**config.mk**
```make
export PLATFORM = sky130hd
export DESIGN_NAME = mod3_seq_monitor
export DESIGN_NICKNAME = d
export VERILOG_FILES = /design/src/rtl/mod3_seq_monitor.sv
export SDC_FILE = /design/constraint.sdc
export NUM_CORES = 1
export LEC_CHECK = 0
export CAP_MARGIN = 10
export CORE_UTILIZATION = 53
export DETAILED_ROUTE_END_ITERATION = 7
export MAX_ROUTING_LAYER = met4
export PLACE_DENSITY = 0.82
export RECOVER_POWER = 25
export REMOVE_ABC_BUFFERS = 1
export SLEW_MARGIN = 10
export SYNTH_ARGS = -nofsm -noshare
export SYNTH_HDL_FRONTEND = slang
export SYNTH_SLANG_ARGS = --single-unit
```
**constraint.sdc**
```tcl
create_clock -name Clk -period 2.8 [get_ports Clk]
set_clock_uncertainty 0.1 [all_clocks]
set_input_delay 0.7 -clock Clk [delete_from_list [all_inputs] [get_ports Clk]]
set_output_delay 0.7 -clock Clk [all_outputs]
set_load 0.03 [all_outputs]
```
**src/rtl/mod3_seq_monitor.sv**
```systemverilog
// mod3_seq_monitor: watches the upstream mod-3 counter, emits a one-hot phase,
// counts wraps and runs a sequence lock / fault tracker.
module mod3_seq_monitor #(
  parameter int LOCK_CNT = 6,
  parameter int WRAP_W   = 8
) (
  input  logic              Clk,
  input  logic              Rst,
  input  logic [1:0]        count,
  input  logic              clr_err,
  output logic [2:0]        phase,
  output logic              wrap,
  output logic [WRAP_W-1:0] wraps,
  output logic              locked,
  output logic              fault,
  output logic [1:0]        err_code
);

  localparam int RUN_W = $clog2(LOCK_CNT + 1);
  localparam logic [RUN_W-1:0] RUN_MAX = RUN_W'(LOCK_CNT);

  localparam logic [1:0] E_HOLD = 2'b01;
  localparam logic [1:0] E_SEQ  = 2'b10;
  localparam logic [1:0] E_ILL  = 2'b11;

  typedef enum logic [1:0] {
    WAIT,
    ACQUIRE,
    LOCKED,
    FAULT
  } state_t;

  state_t           state, state_nxt;
  logic [1:0]       prev;
  logic             primed;
  logic [RUN_W-1:0] run, run_nxt, run_inc;
  logic [1:0]       err_nxt, cls;
  logic [2:0]       phase_nxt;
  logic             legal, is_err, wrap_nxt;

  // prev==11 is a recovery point: only 00 may follow
  always_comb begin
    legal = 1'b0;
    unique case (1'b1)
      (prev == 2'b00): legal = (count == 2'b01);
      (prev == 2'b01): legal = (count == 2'b10);
      (prev == 2'b10): legal = (count == 2'b00);
      default:         legal = (count == 2'b00);
    endcase
  end

  always_comb begin
    cls = E_SEQ;
    unique case (1'b1)
      (count == 2'b11):                    cls = E_ILL;
      (count != 2'b11 && count == prev):   cls = E_HOLD;
      default:                             cls = E_SEQ;
    endcase
  end

  always_comb begin
    phase_nxt = 3'b000;
    unique case (1'b1)
      (count == 2'b00): phase_nxt = 3'b001;
      (count == 2'b01): phase_nxt = 3'b010;
      (count == 2'b10): phase_nxt = 3'b100;
      default:          phase_nxt = 3'b000;
    endcase
  end

  assign is_err   = primed & ~legal;
  assign wrap_nxt = primed & (prev == 2'b10) & (count == 2'b00);
  assign run_inc  = (run == RUN_MAX) ? run : run + RUN_W'(1);

  always_comb begin
    state_nxt = state;
    run_nxt   = run;
    err_nxt   = err_code;
    unique case (state)
      WAIT: begin
        state_nxt = ACQUIRE;
        run_nxt   = '0;
      end
      ACQUIRE: begin
        if (is_err) begin
          run_nxt = '0;
        end else begin
          run_nxt = run_inc;
          if (run_inc == RUN_MAX) state_nxt = LOCKED;
        end
      end
      LOCKED: begin
        if (is_err) begin
          state_nxt = FAULT;
          err_nxt   = cls;
        end
      end
      FAULT: begin
        if (clr_err) begin
          state_nxt = ACQUIRE;
          run_nxt   = '0;
          err_nxt   = 2'b00;
        end
      end
    endcase
  end

  always_ff @(posedge Clk or negedge Rst) begin
    if (!Rst) begin
      state    <= WAIT;
      prev     <= 2'b00;
      primed   <= 1'b0;
      run      <= '0;
      phase    <= 3'b000;
      wrap     <= 1'b0;
      wraps    <= '0;
      err_code <= 2'b00;
    end else begin
      state    <= state_nxt;
      prev     <= count;
      primed   <= 1'b1;
      run      <= run_nxt;
      phase    <= phase_nxt;
      wrap     <= wrap_nxt;
      wraps    <= wraps + WRAP_W'(wrap_nxt);
      err_code <= err_nxt;
    end
  end

  assign locked = (state == LOCKED);
  assign fault  = (state == FAULT);

endmodule

```
# [Word level (Yosys, flattened, before mapping)]
# Cells that the tools add are included.
[totals] input_bits=5 mem_count=0 elab_cells=54 regBits=22 ramBits=0 latchBits=0 rom_bits=0
[classes] shift=0 bitwise_logic=4 n_div=0 n_reduce_logical=9 n_eq_ne=16 n_lt_le_gt_ge=0 mul=0 muxes=15 addsub=2
[ops] cell="$pmux W3 S3" n=2
[ops] cell="$mux W2" n=6
[ops] cell="$eq A2 B2 Y1 const B" n=5
[ops] cell="$mux W3" n=3
[ops] cell="$add A8 B1 Y8" n=1
[ops] cell="$ne A2 B2 Y1 const B" n=4
[ops] cell="$pmux W2 S2" n=2
[ops] cell="$pmux W2 S4" n=1
[ops] cell="$eq A2 B1 Y1 const B" n=3
[ops] cell="$eq A3 B3 Y1 const B" n=2
[ops] cell="$logic_not A2 Y1" n=3
[ops] cell="$reduce_and A4 Y1" n=1
[ops] cell="$add A3 B1 Y3 const B" n=1
[ops] cell="$and A1 B1 Y1" n=3
[ops] cell="$reduce_and A3 Y1" n=1
[ops] cell="$reduce_bool A3 Y1" n=1
[ops] cell="$eq A2 B2 Y1" n=1
[ops] cell="$ne A2 B1 Y1 const B" n=1
[ops] cell="$pmux W1 S2" n=1
[ops] cell="$reduce_and A2 Y1" n=1
[ops] cell="$reduce_bool A2 Y1" n=1
[ops] cell="$logic_and A1 B1 Y1" n=1
[ops] cell="$not A1 Y1" n=1

# [Depth between registers and ports, before layout]
# Gate-level depths: netlist (run 1).
[logic_depth] ltp_word=6 depth_mapped=9

# [Worst setup path after synthesis (run 1)]
# Ideal clock, no wire load.
[synth_timing] kind="input -> register" start="input port count[1]" end="register err_code[0]" path_slack_ns=0.664 arrival_ns=1.910 path_stages=5 n_path_buf=1 path_cell_list="buf_6 nor2b_1 a2111o_1 a21o_1 a221o_1"
[synth_via] elab_chain_len=6
[synth_rtl] item="start, declared" line_no="9" text="input logic [1:0] count,"
[synth_rtl] item="$eq A2 B2 Y1, or another cell as far along" line_no="46" text="(prev == 2'b01): legal = (count == 2'b10);"
[synth_rtl] item="$pmux W1 S2" line_no="44" text="unique case (1'b1)"
[synth_rtl] item="$not A1 Y1" line_no="71" text="assign is_err = primed & ~legal;"
[synth_rtl] item="$and A1 B1 Y1" line_no="71"
[synth_rtl] item="$ne A2 B1 Y1 (no source line)"
[synth_rtl] item="$reduce_and A3 Y1 (no source line)"
[synth_rtl] item="end signal, assigned" line_no="126" text="err_code <= err_nxt;"
[synth_rtl] item="end, declared" line_no="16" text="output logic [1:0] err_code"
# Several ways; a longest one is shown, not always the timed one. The select of a mux whose other input is x is not followed.
# A chain may end at the register's enable or synchronous reset.

# [Worst setup path after layout (run 1)]
[layout_timing] start="register state[0]" end="output port locked"
[layout_via] elab_chain_len=1
[layout_rtl] item="start, declared" line_no="33" text="state_t state, state_nxt;"
[layout_rtl] item="start signal, assigned" line_no="119" text="state <= state_nxt;"
[layout_rtl] item="$eq A2 B2 Y1" line_no="130" text="assign locked = (state == LOCKED);"
[layout_rtl] item="end, declared" line_no="14" text="output logic locked,"
# No other way between the ends.

==> metrics.md, run 1 <==
| Metric | Value |
|---|---|
| Pin count of the biggest net entering global routing | `23` |
| Core ar. | `approximately 1800 um2` |
| Crit-path max FO | `5` |
| Number of global-route vias before repair | `736` |
| Cells after synthesis | `95` |
| Buffers on Ports | `20` |
| GPL Wtd Cong | `approximately 0.86` |
| Max Cap Violations | `0` |
| CP cell instances | `inv_1 > ha_1 > clkdlybuf4s50_1` |
| CP startpoint kind | `register` |
| Hold violation count in the final report | `0` |
| Crit path max-delay family | `buffers and inverters` |
| Layout area overhead | `25.0%` |
| Via density | `roughly 5.6` |
| Filler instances | `roughly 130` |
| Die Area | `around 2200 um2` |
| Worst relative slew slack | `0.250` |
| Reg2reg setup slack | `0.94 ns` |
| Post-synthesis sequential element count | `22` |
| Clk pwr share | `0.160` |
| Worst Setup Path Type | `reg2out` |
| PD cells | `just over 800 nW/um2` |
| Top Ports | `21` |
| Chip height | `between 40 and 50 um` |
| CTS Buf Count | `3` |
| P_int | `between 600 and 700 uW` |
| Run status | `complete, no violations` |
| Syn Area/Cell | `about 11 um2` |
| R2R Path Start | `prev[0]` |
| Switching share of power | `0.395` |
| Ys async rst share | `1.00` |
| Setup violations, final | `0` |
| Total power | `around 1.1 mW` |
| Clock Pin Slew Worst Setup and Hold Paths | `between 0.1 and 0.15 ns` |
| Remaining DRCs | `0` |
| WL final | `roughly 2000 um` |
| Die width | `47.0 um` |
| Leakage | `approximately 0.63 nW` |
| Area of the multi-input gates | `between 400 and 500 um2` |
| Peak per-stage delay on the critical path | `between 0.7 and 0.8 ns` |
| FF-to-FF path depth | `5` |
| Comb power frac | `0.432` |
| Psw | `roughly 430 uW` |
| Hold Buf Count CTS | `0` |
| Initial DRC count | `21` |
| Antenna Nets Post-Route | `0` |
| Initial antenna violation count | `0` |
| Post-CTS Setup Bufs | `0` |
| Layout cell share with drive strength beyond 1 | `0.0583` |
| Reg-to-Reg End | `state[1]` |
| CTS root buf | `clkbuf_4` |
| First-pass GRT wire length | `roughly 3300 um` |
| Setup TNS | `0 ns` |
| Worst IR Drop VDD | `~0.56 mV` |
| CTS H-tree lvls | `1` |
| Seq/Total Area, Yosys | `0.513` |
| Final Cycle Share | `0.944` |
| Warnings, synthesis | `0` |
| Vias | `between 800 and 900` |
| Final worst path period need | `around 2.6 ns` |
| Worst Path Required | `approximately 2 ns` |
| CTS Buffer Depth | `2` |
| Post-synth EDFFs | `0` |
| Register share of total power | `0.408` |
| Storage element area | `~550 um2` |
| CTS resizes | `0` |
| HP Start | `wraps[7]` |
| Total gr overflow | `0` |
| Most frequent cells in the layout | `22 x dfrtp_1, 19 x clkdlybuf4s50_1, 9 x ha_1, 6 x inv_1, 6 x nor2_1` |
| Worst-margin pin slew | `about 1.1 ns` |
| Hold Crit Depth | `1` |
| Final layout net count | `about 140` |
| Commonest non-fill, non-tap cell in the layout | `dfrtp_1` |
| Post-DP HPWL | `about 1500 um` |
| Pre-antenna DRT Iters | `4` |
| Crit path capture type | `output port` |
| Worst path arrival time | `around 1.8 ns` |
| Achievable Freq | `378 MHz` |
| Total GRT Usage | `0.220` |
| Hold Path Class | `reg2reg` |
| Pins Over Slew Limit | `0` |
| Most used DFF post-synth | `dfrtp_1` |
| Synthesized area | `1070 um2` |
| Initial Util | `0.595` |
| Hold path endpoint | `wraps[7]` |
| Mean routed wirelength per cell | `around 13 um` |
| Placement Rows | `15` |
| Count of different cell masters after synthesis | `29` |
| RSZ-0062 raised after global routing | `false` |
| Worst-skew pair later-pin latency | `just over 0.3 ns` |
| Crit path buf inv count | `2` |
| CTS sink cnt | `22` |
| Diodes inserted | `0` |
| CTS tree | `built` |
| Critical path's slowest cell | `clkdlybuf4s50_1` |
## Yosys cell counts (3+ instances only)
library cell   n  area [um2]
nor2b_1        5        31.3
dfrtp_1       22         551
xnor2_1        4        35.0
a21oi_1        5        25.0
nor3b_1        4        30.0
nand3_1        5        25.0
nor2_1         6        22.5
inv_1          6        22.5
ha_1           9         113
xor2_1         3        26.3
nand2_1        4        15.0
## worst max path at each step
stage / from / end / slack, ns / cells after the start
CTS: state[0] / locked / 0.17 / 3
detailed placement: count[1] / wraps[6] / 0.03 / 9
global placement: count[1] / wraps[6] / 0.17 / 9
finish: state[0] / locked / 0.16 / 3
global route: state[0] / locked / 0.07 / 3
floorplan: count[0] / err_code[0] / 0.75 / 4
## area by class of cell
cell class                 instances  share of cell area
clock buffer                       4              0.0271
multi-input combinational         66               0.364
sequential                        22               0.411
timing repair buffer              22               0.158
tap                               25              0.0233
inverter                           6              0.0168
## routing by layer
metal	GRT usage	up-vias	wire length, um
li1	-	383	-
met1	0.287	388	870
met2	0.361	33	941
met3	0.0346	3	122
met4	0.0514	0	17
met5	-	-	0
## power groups by stage
| stage | combinational (mW) | clock [mW] | sequential [mW] |
|---|---|---|---|
| 3_5_place_dp | 0.472 | 0 | 0.450 |
| 3_3_place_gp | 0.455 | 0 | 0.442 |
| 2_1_floorplan | 0.244 | 0 | 0.503 |
| 6_report | 0.472 | 0.175 | 0.446 |
| 5_1_grt | 0.514 | 0.196 | 0.456 |
| 4_1_cts | 0.472 | 0.176 | 0.445 |
## state kept, by name, indices dropped and copies added, names as in the netlist
signal / flops
primed: 1
wraps: 8
prev: 2
phase: 3
run: 3
wrap: 1
state: 2
err_code: 2
## through the flow
| step | util | cell area, um2 | worst slack [ns] | instances | hold slack (ns) |
|---|---|---|---|---|---|
| 5_1_grt | 0.744 | 1340 | 0.0744 | 145 | 0.401 |
| 3_5_place_dp | 0.726 | 1310 | 0.0297 | 141 | 0.373 |
| 6_report | 0.744 | 1340 | 0.157 | 145 | 0.388 |
| 4_1_cts | 0.746 | 1340 | 0.171 | 145 | 0.392 |
| 2_1_floorplan | - | 1060 | 0.752 | 94 | 0.304 |
| 3_3_place_gp | 0.726 | 1310 | 0.167 | 141 | 0.360 |
## cell families after synthesis
family	Yosys count	share of synthesized area
simple gates	30	0.158
compound gates	17	0.113
xor+xnor	7	0.0572
fa+ha+maj	9	0.105
flops	22	0.513
mux	2	0.0187
other cells	1	0.00350
buf+inv	7	0.0315
## worst register-to-register path, stage by stage (launching register included)
cell and delay, ns:
dfrtp_1 0.46, nor2b_1 0.17, a2111o_1 0.44, a21o_1 0.22
a21oi_2 0.17, mux2i_1 0.23
Note: power is estimated with default switching activity, not from simulation.
==> run 2, diff against run 1 <==
--- a/config.mk
+++ b/config.mk
@@ -5,11 +5,12 @@
 export SDC_FILE = /design/constraint.sdc
 export NUM_CORES = 1
 export LEC_CHECK = 0
+export ABC_AREA = 1
 export CAP_MARGIN = 10
-export CORE_UTILIZATION = 53
+export CORE_UTILIZATION = 55
 export DETAILED_ROUTE_END_ITERATION = 7
 export MAX_ROUTING_LAYER = met4
-export PLACE_DENSITY = 0.82
+export PLACE_DENSITY = 0.86
 export RECOVER_POWER = 25
 export REMOVE_ABC_BUFFERS = 1
 export SLEW_MARGIN = 10
==> metrics.md, run 2 <==
| Metric | Value |
|---|---|
| Cells after synthesis | `around 120` |
| First-pass GRT wire length | `about 3000 um` |
| Diodes inserted | `0` |
| Hold Path Class | `reg2reg` |
| Remaining DRCs | `0` |
| Synthesized area | `roughly 1200 um2` |
| Hold Buf Count CTS | `0` |
| Die Area | `~2300 um2` |
| Hold violation count in the final report | `0` |
| Mean routed wirelength per cell | `roughly 11 um` |
| Achievable Freq | `approximately 400 MHz` |
| Final worst path period need | `roughly 2.5 ns` |
| Worst-margin pin slew | `1.15 ns` |
| Seq/Total Area, Yosys | `0.477` |
| Via density | `between 4 and 5` |
| Reg2reg setup slack | `around 1.1 ns` |
| Max Cap Violations | `0` |
| CTS resizes | `0` |
| Most frequent cells in the layout | `23 x nand2_1, 22 x dfrtp_1, 19 x clkdlybuf4s50_1, 14 x inv_1, 11 x nand3_1` |
| Layout cell share with drive strength beyond 1 | `0.155` |
| Initial DRC count | `14` |
| Placement Rows | `16` |
| Area leader, netlist | `dfrtp_1` |
| Ys async rst share | `1.00` |
| Setup TNS | `0 ns` |
| Final Cycle Share | `0.889` |
| Worst relative slew slack | `0.234` |
| Post-synth EDFFs | `0` |
| Syn Area/Cell | `roughly 9.5 um2` |
| WL final | `between 1500 and 2000 um` |
| Area after DPL | `about 1400 um2` |
| Most common cell in the netlist | `nand2_1` |
| CTS sink cnt | `22` |
| Chip height | `between 40 and 50 um` |
| Setup violations, final | `0` |
| Worst Setup Path Type | `reg2out` |
| FF-to-FF path depth | `7` |
| Total GRT Usage | `0.204` |
| Antenna Nets Post-Route | `0` |
| CTS root buf | `clkbuf_4` |
| Crit-path max FO | `5` |
| Worst path arrival time | `around 1.7 ns` |
| Vias | `849` |
| CTS H-tree lvls | `1` |
| CP startpoint kind | `register` |
| Worst IR Drop VDD | `0.522 mV` |
| Met1 GRT Util | `0.233` |
| Synth top area cells | `dfrtp_1 48%, ha_1 9.8%, nand2_1 7.5%` |
| Initial Util | `0.588` |
| Crit path capture type | `output port` |
| Leakage | `0.722 nW` |
| CTS Buffer Depth | `2` |
| Post-CTS Setup Bufs | `0` |
| Area of the multi-input gates | `around 530 um2` |
| Register bank with the most flops | `wraps` |
| Pins Over Slew Limit | `0` |
| Clock Pin Slew Worst Setup and Hold Paths | `~0.11 ns` |
| Worst-skew pair later-pin latency | `around 0.30 ns` |
| Yosys top cell area share | `0.477` |
| Most instantiated cells after synthesis | `23 x nand2_1, 22 x dfrtp_1, 14 x inv_1, 11 x nand3_1, 9 x ha_1` |
| Total gr overflow | `0` |
| Largest regs | `wraps x8, phase x3, run x3` |
| Layout area overhead | `23.9%` |
| Post-DP HPWL | `around 1600 um` |
| Core ar. | `about 2000 um2` |
| Post-synthesis sequential element count | `22` |
| PD cells | `a little under 800 nW/um2` |
| Top Ports | `21` |
| Busiest grt layer | `met2` |
| Pin count of the biggest net entering global routing | `23` |
| Initial antenna violation count | `0` |
| RSZ-0062 raised after global routing | `false` |
| CTS Buf Count | `3` |
| Final layout net count | `between 150 and 200` |
| Buffers on Ports | `20` |
| Worst Path Required | `approximately 2.0 ns` |
| Pre-antenna DRT Iters | `4` |
| Most used DFF post-synth | `dfrtp_1` |
| Run status | `complete, no violations` |
| GPL Wtd Cong | `between 0.7 and 0.8` |
| Hold Crit Depth | `1` |
| R2R Path Start | `prev[1]` |
| Fin area | `around 1400 um2` |
| HP Start | `wraps[7]` |
| Commonest non-fill, non-tap cell in the layout | `nand2_1` |
| Storage element area | `between 500 and 600 um2` |
| Reg-to-Reg End | `wraps[6]` |
| Hold path endpoint | `wraps[7]` |
| Largest register FFs | `8` |
| Number of global-route vias before repair | `772` |
| Warnings, synthesis | `0` |
| CTS tree | `built` |
| Filler instances | `around 170` |
| Count of different cell masters after synthesis | `23` |
| Met3 Use GR | `0.0264` |
| GR met2 Demand/Resource | `0.341` |
| Die width | `roughly 48 um` |
[run 2: cell count changes in the layout (fill, tap and decap cells not counted), sizes merged, moves of 2 or more]
cell,before,now
a21o,2,0
nor3b,4,0
nor2,6,15
a221o,2,0
a21oi,6,2
mux2i,2,0
nand3,5,12
inv,6,15
nand2,4,31
nor2b,5,0
[run 2: report_power, final]
part	total, mW	switching (mW)	internal (mW)
Clock	0.138	0.0877	0.0502
Sequential	0.438	0.0572	0.380
Combinational	0.554	0.325	0.229
Total	1.13	0.470	0.660
[run 2: worst max-delay path by stage]
stage	from	endpoint	slack [ns]	depth (start not counted)
CTS	state[0]	locked	0.31	3
detailed placement	count[1]	wraps[7]	0.23	9
global placement	count[1]	wraps[6]	0.28	9
finish	state[0]	locked	0.31	3
global route	state[0]	locked	0.24	3
floorplan	count[1]	wraps[6]	0.79	8
[run 2: metal layers]
layer	vias to the layer above	share of wire	wire, um
li1	430	-	-
met5	-	0	0
met3	8	0.051	101
met2	23	0.50	998
met4	0	0.026	51
met1	388	0.42	835
[run 2: kinds of logic (layout without fill, tap and decap cells)]
logic type | Yosys count | in the layout | share of synthesized area
AO/OA/AOI/OAI | 4 | 4 | 0.0184
flip-flops | 22 | 22 | 0.477
AND/OR/NAND/NOR | 61 | 61 | 0.275
adder cells (fa/ha/maj) | 9 | 9 | 0.0976
XOR/XNOR | 8 | 8 | 0.0607
buffers and inverters | 17 | 43 | 0.0672
other | 1 | 1 | 0.00325
[run 2: layout make-up]
class                   instances  share of cell area
clock buffers                   3              0.0158
inverters                      17              0.0543
multi-input cells              83               0.368
flip-flops and latches         22               0.385
well taps                      27              0.0236
repair buffers                 23               0.153
[run 2: critical path, stage by stage (launching register included)]
cell             delay [ns]
dfrtp_1                0.45
inv_1                  0.10
ha_1                   0.17
clkdlybuf4s50_1        0.67
[run 2: through the flow]
step | power, mW | hold slack, ns | util | setup slack (ns) | instances
after floorplan | 0.821 | 0.304 | - | 0.790 | 122
after global placement | 0.971 | 0.366 | 0.719 | 0.276 | 172
after detailed placement | 1.00 | 0.376 | 0.719 | 0.228 | 172
after CTS | 1.14 | 0.395 | 0.730 | 0.306 | 175
after global routing | 1.21 | 0.409 | 0.728 | 0.236 | 175
final | 1.13 | 0.389 | 0.728 | 0.310 | 175
==> run 3, diff against run 2 <==
--- a/config.mk
+++ b/config.mk
@@ -7,10 +7,11 @@
 export LEC_CHECK = 0
 export ABC_AREA = 1
 export CAP_MARGIN = 10
-export CORE_UTILIZATION = 55
+export CORE_MARGIN = 1
+export CORE_UTILIZATION = 35
 export DETAILED_ROUTE_END_ITERATION = 7
 export MAX_ROUTING_LAYER = met4
-export PLACE_DENSITY = 0.86
+export PLACE_DENSITY = 0.6
 export RECOVER_POWER = 25
 export REMOVE_ABC_BUFFERS = 1
 export SLEW_MARGIN = 10
==> metrics.md, run 3 (synthesis results as in run 2) <==
| Metric | Value |
|---|---|
| Run status | `complete, no violations` |
| Diodes inserted | `0` |
| Total power | `about 1.2 mW` |
| Met3 Use GR | `0.0262` |
| Die Area | `around 3500 um2` |
| Busiest grt layer | `met2` |
| Worst Setup Path Type | `reg2out` |
| Layout area overhead | `28.3%` |
| Worst-skew pair later-pin latency | `around 0.31 ns` |
| Fin area | `between 1000 and 1500 um2` |
| Top Ports | `21` |
| Filler instances | `between 300 and 400` |
| Post-DP HPWL | `1540 um` |
| CTS sink cnt | `22` |
| Initial Util | `0.375` |
| Remaining DRCs | `0` |
| Crit-path max FO | `5` |
| Pins Over Slew Limit | `0` |
| Hold path endpoint | `wraps[7]` |
| Reg-to-Reg End | `wraps[6]` |
| Worst IR Drop VDD | `around 0.44 mV` |
| Final Cycle Share | `0.900` |
| Hold violation count in the final report | `0` |
| Worst relative slew slack | `0.199` |
| Final layout net count | `164` |
| Hold Buf Count CTS | `0` |
| Setup TNS | `0 ns` |
| Setup violations, final | `0` |
| Commonest non-fill, non-tap cell in the layout | `nand2_1` |
| DP Cell Count | `between 150 and 200` |
| Buffers on Ports | `20` |
| Critical path's slowest cell | `clkdlybuf4s50_1` |
| Area of the multi-input gates | `526 um2` |
| HP Start | `wraps[7]` |
| Via density | `approximately 4.4` |
| Hold Path Class | `reg2reg` |
| Clock Pin Slew Worst Setup and Hold Paths | `between 0.1 and 0.15 ns` |
| Largest register FFs | `8` |
| Achievable Freq | `397 MHz` |
| Worst Path Required | `approximately 2 ns` |
| Antenna Nets Post-Route | `0` |
| CP cell instances | `inv_1 > ha_1 > clkdlybuf4s50_1` |
| Setup slack at placement | `0.114 ns` |
| CP startpoint kind | `register` |
| RSZ-0062 raised after global routing | `false` |
| Placement Rows | `20` |
| Initial DRC count | `19` |
| CTS Buffer Depth | `2` |
| Post-CTS Setup Bufs | `0` |
| GPL Wtd Cong | `~0.74` |
| Layout cell share with drive strength beyond 1 | `0.161` |
| Core ar. | `between 3000 and 4000 um2` |
| Storage element area | `around 550 um2` |
| Most frequent cells in the layout | `23 x nand2_1, 22 x dfrtp_1, 19 x clkdlybuf4s50_1, 14 x inv_1, 11 x nand3_1` |
| FF-to-FF path depth | `7` |
| Min setup slack post-route | `roughly 0.28 ns` |
| Final cell count without fillers | `between 150 and 200` |
| CTS tree | `built` |
| CTS H-tree lvls | `1` |
| Largest regs | `wraps x8, phase x3, run x3` |
| R2R Path Start | `prev[1]` |
| Crit path capture type | `output port` |
| Total GRT Usage | `0.143` |
| Leakage | `roughly 0.74 nW` |
| GR met2 Demand/Resource | `0.241` |
| Worst-margin pin slew | `approximately 1.2 ns` |
| Final Util | `0.481` |
| Die width | `59.4 um` |
| CTS Buf Count | `3` |
| Met1 GRT Util | `0.167` |
| Total gr overflow | `0` |
| CTS root buf | `clkbuf_4` |
| Mean routed wirelength per cell | `10.1 um` |
| Final worst path period need | `2.52 ns` |
| CTS resizes | `0` |
| Pre-antenna DRT Iters | `4` |
| Hold Crit Depth | `1` |
| PD cells | `between 800 and 900 nW/um2` |
| WL final | `~1900 um` |
| Register bank with the most flops | `wraps` |
| First-pass GRT wire length | `approximately 3700 um` |
| Worst path arrival time | `roughly 1.7 ns` |
| Reg2reg setup slack | `between 1 and 1.5 ns` |
| Area after DPL | `between 1000 and 1500 um2` |
| Max Cap Violations | `0` |
| Number of global-route vias before repair | `876` |
| Chip height | `between 50 and 60 um` |
| Peak per-stage delay on the critical path | `around 0.67 ns` |
| Vias | `between 800 and 900` |
| Pin count of the biggest net entering global routing | `23` |
| Worst hold slack | `around 0.4 ns` |
| Initial antenna violation count | `0` |
## run 3: power breakdown
part | switching (mW) | internal [mW]
clock network | 0.101 | 0.145
registers | 0.0549 | 0.380
logic | 0.317 | 0.227
## run 3: critical path: cells and delay by family (launching register included)
family | cells | cell delay (ns)
buffers and inverters | 2 | 0.78
DFF | 1 | 0.46
adders and majority gates | 1 | 0.17
## run 3: area by class of cell
type	instances	area share
sequential	22	0.372
multi-input combinational	83	0.355
timing repair buffer	23	0.148
inverter	17	0.0524
tap	44	0.0372
clock inverter	1	0.0203
clock buffer	3	0.0152
## run 3: layer usage
layer,share of wire,wire length [um]
met1,0.48,924
met2,0.48,942
met3,0.034,67
met4,0.0046,9
met5,0,0
## run 3: how the worst max path moves through the flow
stage | slack, ns | startpoint | endpoint
4_1_cts | 0.26 | state[0] | locked
5_1_grt | 0.18 | state[0] | locked
3_5_place_dp | 0.11 | count[1] | wraps[6]
2_1_floorplan | 0.79 | count[1] | wraps[6]
3_3_place_gp | 0.24 | count[1] | wraps[6]
6_report | 0.28 | state[0] | locked
